==> src/rtl/ghash_ctrl.sv <==
// GHASH sequencing controller: feeds Y^block to an external GF(2^128) multiplier,
// folds in the length block, and publishes the final tag S with a multiplier timeout.
module ghash_ctrl #(
  parameter int TIMEOUT_CYCLES = 255
) (
  input  logic         iClk,
  input  logic         iRst,
  input  logic         iStart,
  input  logic [127:0] iHashkey,
  input  logic [63:0]  iAad_len,
  input  logic [63:0]  iCtext_len,
  input  logic [127:0] iBlock,
  input  logic         iBlock_valid,
  input  logic         iBlock_last,
  output logic         oBlock_ready,
  output logic [127:0] oMul_ctext,
  output logic         oMul_ctext_valid,
  output logic [127:0] oMul_hashkey,
  output logic         oMul_hashkey_valid,
  input  logic [127:0] iMul_result,
  input  logic         iMul_result_valid,
  output logic [127:0] oTag,
  output logic         oTag_valid,
  output logic         oBusy,
  output logic         oError
);

  localparam int CNT_W = (TIMEOUT_CYCLES < 2) ? 1 : $clog2(TIMEOUT_CYCLES + 1);

  typedef enum logic [2:0] {
    IDLE     = 3'd0,
    WAIT_BLK = 3'd1,
    MUL      = 3'd2,
    LEN      = 3'd3,
    LEN_MUL  = 3'd4,
    DONE     = 3'd5
  } state_t;

  state_t           state_q, state_d;
  logic [127:0]     h_q, h_d;
  logic [127:0]     y_q, y_d;
  logic [127:0]     mul_ctext_q, mul_ctext_d;
  logic [127:0]     tag_q, tag_d;
  logic [63:0]      aad_len_q, aad_len_d;
  logic [63:0]      ctext_len_q, ctext_len_d;
  logic             mul_valid_q, mul_valid_d;
  logic             last_q, last_d;
  logic             tag_valid_q, tag_valid_d;
  logic             error_q, error_d;
  logic [CNT_W-1:0] cnt_q, cnt_d;
  logic             timeout;

  // cnt_q is 0 on the first cycle in a multiply state, so TIMEOUT_CYCLES-1 marks the last allowed cycle
  assign timeout = (cnt_q == CNT_W'(TIMEOUT_CYCLES - 1));

  always_ff @(posedge iClk or posedge iRst) begin
    if (iRst) begin
      state_q     <= IDLE;
      h_q         <= '0;
      y_q         <= '0;
      mul_ctext_q <= '0;
      tag_q       <= '0;
      aad_len_q   <= '0;
      ctext_len_q <= '0;
      mul_valid_q <= 1'b0;
      last_q      <= 1'b0;
      tag_valid_q <= 1'b0;
      error_q     <= 1'b0;
      cnt_q       <= '0;
    end else begin
      state_q     <= state_d;
      h_q         <= h_d;
      y_q         <= y_d;
      mul_ctext_q <= mul_ctext_d;
      tag_q       <= tag_d;
      aad_len_q   <= aad_len_d;
      ctext_len_q <= ctext_len_d;
      mul_valid_q <= mul_valid_d;
      last_q      <= last_d;
      tag_valid_q <= tag_valid_d;
      error_q     <= error_d;
      cnt_q       <= cnt_d;
    end
  end

  always_comb begin
    state_d     = state_q;
    h_d         = h_q;
    y_d         = y_q;
    mul_ctext_d = mul_ctext_q;
    tag_d       = tag_q;
    aad_len_d   = aad_len_q;
    ctext_len_d = ctext_len_q;
    mul_valid_d = mul_valid_q;
    last_d      = last_q;
    tag_valid_d = 1'b0;
    error_d     = error_q;
    cnt_d       = cnt_q;

    case (state_q)
      IDLE: begin
        if (iStart) begin
          h_d         = iHashkey;
          aad_len_d   = iAad_len;
          ctext_len_d = iCtext_len;
          y_d         = '0;
          error_d     = 1'b0;
          state_d     = ((iAad_len == '0) && (iCtext_len == '0)) ? LEN : WAIT_BLK;
        end
      end
      WAIT_BLK: begin
        if (iBlock_valid) begin
          mul_ctext_d = y_q ^ iBlock;
          last_d      = iBlock_last;
          mul_valid_d = 1'b1;
          cnt_d       = '0;
          state_d     = MUL;
        end
      end
      MUL, LEN_MUL: begin
        if (iMul_result_valid) begin
          y_d         = iMul_result;
          mul_valid_d = 1'b0;
          if (state_q == LEN_MUL) begin
            state_d = DONE;
          end else begin
            state_d = last_q ? LEN : WAIT_BLK;
          end
        end else if (timeout) begin
          error_d     = 1'b1;
          mul_valid_d = 1'b0;
          state_d     = IDLE;
        end else begin
          cnt_d = cnt_q + 1'b1;
        end
      end
      LEN: begin
        mul_ctext_d = y_q ^ {aad_len_q, ctext_len_q};
        mul_valid_d = 1'b1;
        cnt_d       = '0;
        state_d     = LEN_MUL;
      end
      DONE: begin
        tag_d       = y_q;
        tag_valid_d = 1'b1;
        state_d     = IDLE;
      end
      default: state_d = IDLE;
    endcase
  end

  assign oBlock_ready       = (state_q == WAIT_BLK);
  assign oBusy              = (state_q != IDLE);
  assign oMul_ctext         = mul_ctext_q;
  assign oMul_ctext_valid   = mul_valid_q;
  assign oMul_hashkey       = h_q;
  assign oMul_hashkey_valid = mul_valid_q;
  assign oTag               = tag_q;
  assign oTag_valid         = tag_valid_q;
  assign oError             = error_q;

endmodule

==> config.mk <==
export PLATFORM = sky130hd
export DESIGN_NAME = ghash_ctrl
export DESIGN_NICKNAME = d
export VERILOG_FILES = /design/src/rtl/ghash_ctrl.sv
export SDC_FILE = /design/constraint.sdc
export NUM_CORES = 1
export LEC_CHECK = 0
export ABC_AREA = 1
export BUFFER_PORTS_ARGS = -buffer_cell sky130_fd_sc_hd__buf_2
export CAP_MARGIN = 40
export CORE_AREA = 2 2 349 351
export CTS_CLUSTER_SIZE = 24
export DETAILED_ROUTE_END_ITERATION = 16
export DIE_AREA = 0 0 351 353
export PLACE_DENSITY_LB_ADDON = 0.3
export SETUP_SLACK_MARGIN = 0.02
export SLEW_MARGIN = 5
export SYNTH_ARGS = -nofsm -noshare
export SYNTH_HDL_FRONTEND = slang
export SYNTH_SLANG_ARGS = --single-unit
==> constraint.sdc <==
create_clock -name iClk -period 28.7 [get_ports iClk]
set_input_delay 1.435 -clock iClk [delete_from_list [all_inputs] [get_ports iClk]]
set_output_delay 1.435 -clock iClk [all_outputs]
set_load 0.01 [all_outputs]
# Yosys cells after proc, flatten, opt, wreduce, memory -nomap -nowiden
# Index checks and enable logic that the tools add are counted.
# word_totals
reg_bits	655
inputBits	518
word_cells	71
# classes
addsub	1
eq_ne	13
n_mux	26
bitwise	2
reduce_logical	17
# ops
operator	count
$pmux 128 s2	2
$mux 128	3
$xor 128x128->128	2
$logic_not 64->1	2
$mux 8	3
$pmux 8 s3	1
$mux 3	5
$ne 2x2->1 const B	6
$pmux 3 s4	1
$reduce_and 3->1	3
$add 8x1->8 const B	1
$eq 8x8->1 const B	1
$reduce_and 4->1	2
$mux 1	7
$eq 3x2->1 const B	2
$eq 3x3->1 const B	2
$reduce_and 2->1	3
$reduce_bool 3->1	2
$mux 2	2
$reduce_bool 2->1	2
$eq 3x1->1 const B	1
$logic_not 3->1	1
$ne 3x3->1 const B	1
$pmux 1 s3	1
other kinds (3)	3

# Longest topological paths before layout
# logic_depth
depth_word	5
depth_mapped	10
mapped_depth_nobuf	10

# Worst setup path after synthesis
# Ideal clock, no wire load.
# synth_path
kind	input -> register
startpoint	input port iStart
endpoint	register aad_len_q[62]
setup_time_ns	0.125
arrival_time_ns	2.364
required_ns	28.575
slack_ns	26.211
path_stages	5
n_path_buf	2
path_cell_list	inv_1 nor2_4 buf_2 buf_4 mux2_2
# synth_via
elab_chain_len	1
# synth_rtl
element	line	text
start, declared	8	input logic iStart,
$reduce_and 2->1 (no source line)	n/a	
end signal, assigned	76	aad_len_q <= aad_len_d;
end, declared	44	logic [63:0] aad_len_q, aad_len_d;
# Every way passes these cells.
# A chain may end at the register's enable or synchronous reset.

# Final worst setup path
# layout_path
startpoint	register state_q[1]
endpoint	register y_q[41]
# layout_via
elab_chain_len	4
word_cells_on_any_way	9
classes_between	eq/ne (4); mux (1); reduce/logical (4)
# layout_rtl
element	line	text
start, declared	39	state_t state_q, state_d;
start signal, assigned	71	state_q <= state_d;
$eq 3x3->1 or $eq 3x2->1 (tied branches)	100	case (state_q)
$reduce_or 2->1	100	
$ne 2x2->1 (no source line) or $reduce_bool 2->1 (tied branches)	n/a	
$reduce_and 3->1 (no source line)	n/a	
end signal, assigned	73	y_q <= y_d;
end, declared	41	logic [127:0] y_q, y_d;
# Several ways; a longest one is shown, not always the timed one.

==> flow_summary.toml <==
[timing]
tns_ps = 0
min_period_over_period = 0.184
tightest_slew_ps = 1320
maxSlewHeadroom = 0.122
hold_viol = 0
grt_setup_unrepaired = "no"
maxSlewViolCount = 0
min_period_ps = 5290
setup_violations = 0
whs_ps = 476
max_clock_freq_mhz = 189
fin_worst_skew_ps = 21.1

[pwr]
p_clk_frac = 0.261
p_leak_nw = 17.6
p_total_mw = 4.05
combPwrFrac = 0.377
p_seq_frac = 0.362
switchingPower_mw = 1.58
ir_drop_v = 0.0000619
p_per_area_mw_per_mm2 = 110
swShare = 0.390
p_int_mw = 2.47

[floorplan]
die_y_microns = 353
coreArea_sq_mm = 0.121
start_util = 0.232
dieArea_sq_mm = 0.124
pin_count = 908
die_w_microns = 351
rows = 128

[final_layout]
final_cell_count_no_fill = 5393
layout-drive-gt1-share = 0.356
area_growth_pct = 32.0
nets = 4216

[clocking]
cts_buffers = 81
cts_tree = "done"
holdBufCountCts = 0
worstSkewPairLatency_ps = 660
clkSinkCount = 655
cts_setup_buffers = 0
clkTransAtPathRegs_ps = 60
cts_root_buf = "clkbuf_16"
post_cts_resize_count = 0
cts_buffer_depth = 3
h-tree-depth = 3

[logic_synthesis]
synth_xor_area_frac = 0.00157
synth_nets = 3364
muxShareOfSynthArea = 0.102
synth_top_flop_cell = "dfrtp_1"
synth-edff-count = 0
ys_types = 29
async_flop_share = 1.00
synth_top_cell_area_share = 0.586
synthTopCellsByArea = "dfrtp_1 59%, mux2_2 10%, nand2_1 7.9%"
synth-seq-cells = 655
synth_compound_area_frac = 0.0778
synth_top_family_by_area = "simple AND/OR/NAND/NOR gates"
ys_warn_count = 0
syn_area_per_cell_sq_um = 9.84
synth_fa_ha_area_frac = 0.000894
syn_area_sq_mm = 0.0280
synthSimpleGateAreaFrac = 0.181
synth_seq_area_share = 0.586
yosysTopAreaCell = "dfrtp_1"
synthCells = 2844

[global_route]
grt_pass1_vias = 24000
grt_usage = 0.174
grt_pass1_wl_mm = 161
grt.overflow.total = 0
grt_max_degree = 139
antenna_found_initial = 37

[worst_setup_path]
criticalPathCategory = "reg -> reg"
r2r_cells = 10
cp-end-kind = "register"
arrival_ps = 5830
path_cells = "buf_4 -> nand3_1 -> nand2_4 -> buf_4 -> nor2_1 -> a21oi_4 -> buf_4 -> buf_4 -> nand3_1 -> o21ai_0"
cpPeakStageDelay_ps = 750
path_common_cell = "buf_4"
worst-path-max-fanout = 79
critPathRequiredTime_ps = 29240
crit_slowest_cell = "buf_4"
cp-start-kind = "register"

[route]
routed_wl_mm = 110
via_count = 24100
drt_iter0_markers = 1515
vias_per_cell = 4.47
ant_nets = 0
drc = 0
dr.pass1.iters = 5
wl_per_cell_microns = 20.5

[placement]
numPortBuffers = 907
placed_cells = 5238
hpwlAfterDp_mm = 80.8
gp_congestion = 0.878

[outcome]
status = "finished, final reports clean"

[min_path]
hold_class = "reg -> reg"
hold_depth = 2

[flow_run]
max-cap-violations = 0
synthesized netlist by cell type, types with 12 or more instances:
cell	count
a31oi_1	128
buf_2	62
buf_4	38
clkbuf_1	67
dfrtp_1	655
inv_1	143
mux2_2	253
nand2_1	589
nand3_1	392
nor2_1	222
o21ai_0	253
o21ai_1	12
cell type report:
cell class | count | area (sq um)
multi-input cells | 1872 | 10200
inverters | 146 | 576
diodes | 11 | 27.5
well taps | 1625 | 2030
clock buffers | 114 | 2320
flip-flops and latches | 655 | 16400
fillers | 12800 | 83700
clock inverters | 30 | 414
repair buffers | 940 | 4980
cell usage in the layout, fill, tap and decap left out, types with 2 or more instances in the layout:
| master | netlist | final |
|---|---|---|
| nand3_1 | 392 | 392 |
| dfrtp_1 | 655 | 654 |
| clkinv_8 | 0 | 3 |
| a31oi_1 | 128 | 128 |
| inv_6 | 0 | 4 |
| clkinv_4 | 0 | 3 |
| buf_12 | 0 | 4 |
| clkbuf_16 | 0 | 81 |
| nor2_4 | 2 | 2 |
| nand4_1 | 4 | 4 |
| mux2_2 | 253 | 253 |
| inv_8 | 0 | 3 |
| ha_1 | 2 | 2 |
| inv_1 | 143 | 140 |
| buf_16 | 0 | 7 |
| bufinv_16 | 0 | 6 |
| clkbuf_1 | 67 | 16 |
| inv_16 | 0 | 2 |
| xor2_1 | 4 | 4 |
| nand2_1 | 589 | 587 |
| nand2_4 | 0 | 2 |
| o21ai_0 | 253 | 253 |
| inv_2 | 3 | 2 |
| nor2_1 | 222 | 222 |
| diode_2 | 0 | 11 |
| buf_2 | 62 | 907 |
| buf_4 | 38 | 22 |
| a21oi_1 | 2 | 2 |
| clkinv_2 | 0 | 11 |
| o21ai_1 | 12 | 12 |
| clkbuf_8 | 0 | 17 |
worst paths after layout:
kind	start	endpoint	slack [ps]
max	state_q[1]	y_q[41]	23410
min	oTag[10]	oTag[10]	480
max reg2reg	state_q[1]	y_q[41]	23410
min reg2reg	oTag[10]	oTag[10]	480
max in group asynchronous	iRst	oMul_ctext[116]	24680
min in group asynchronous	iRst	oMul_hashkey[68]	770
stage by stage:
stage | utilization | area (sq um) | worst slack, ps
3_5_place_dp | 0.283 | 34200 | 23380
4_1_cts | 0.306 | 36900 | 23350
3_3_place_gp | 0.282 | 34000 | 22630
2_1_floorplan | - | 28000 | 8910
6_report | 0.306 | 36900 | 23410
5_1_grt | 0.306 | 36900 | 23090
logic make-up (layout without fill, tap and decap cells):
family,Yosys count,in the layout
adders and majority gates,2,2
and+or+nand+nor,1213,1213
AOI/OAI and AO/OA,399,399
buffers and inverters,317,1230
DFF,655,655
muxes,253,253
xor gates and xnor gates,5,5
other,0,11
power by group through the flow:
stage	logic (mW)	registers [mW]	clock network, mW
5_1_grt	1.67	1.51	1.12
6_report	1.52	1.47	1.06
3_5_place_dp	1.55	1.48	0
3_3_place_gp	1.52	1.47	0
2_1_floorplan	0.873	1.54	0
4_1_cts	1.55	1.47	1.09
state kept, by name (all words and copies together), names as in the netlist:
register	flops
ctext_len_q	64
oMul_hashkey	128
aad_len_q	64
state_q	3
cnt_q	8
y_q	128
last_q	1
oError	1
oMul_ctext_valid	1
oTag	128
oMul_ctext	128
oTag_valid	1
critical path, delay by kind of cell, from the launching register on:
| kind | cells | cell delay (ps) |
|---|---|---|
| buffers and inverters | 4 | 2820 |
| and+or+nand+nor | 4 | 990 |
| DFF | 1 | 630 |
| AOI/OAI and AO/OA | 2 | 430 |
routing by layer:
layer / wire length, microns / track usage / part of all wire
met1: 47000 / 0.220 / 0.43
met2: 51800 / 0.284 / 0.47
met3: 7770 / 0.0468 / 0.070
met4: 3600 / 0.0607 / 0.033
met5: 225 / 0 / 0.0020
Power figures use the tool's default switching activity.
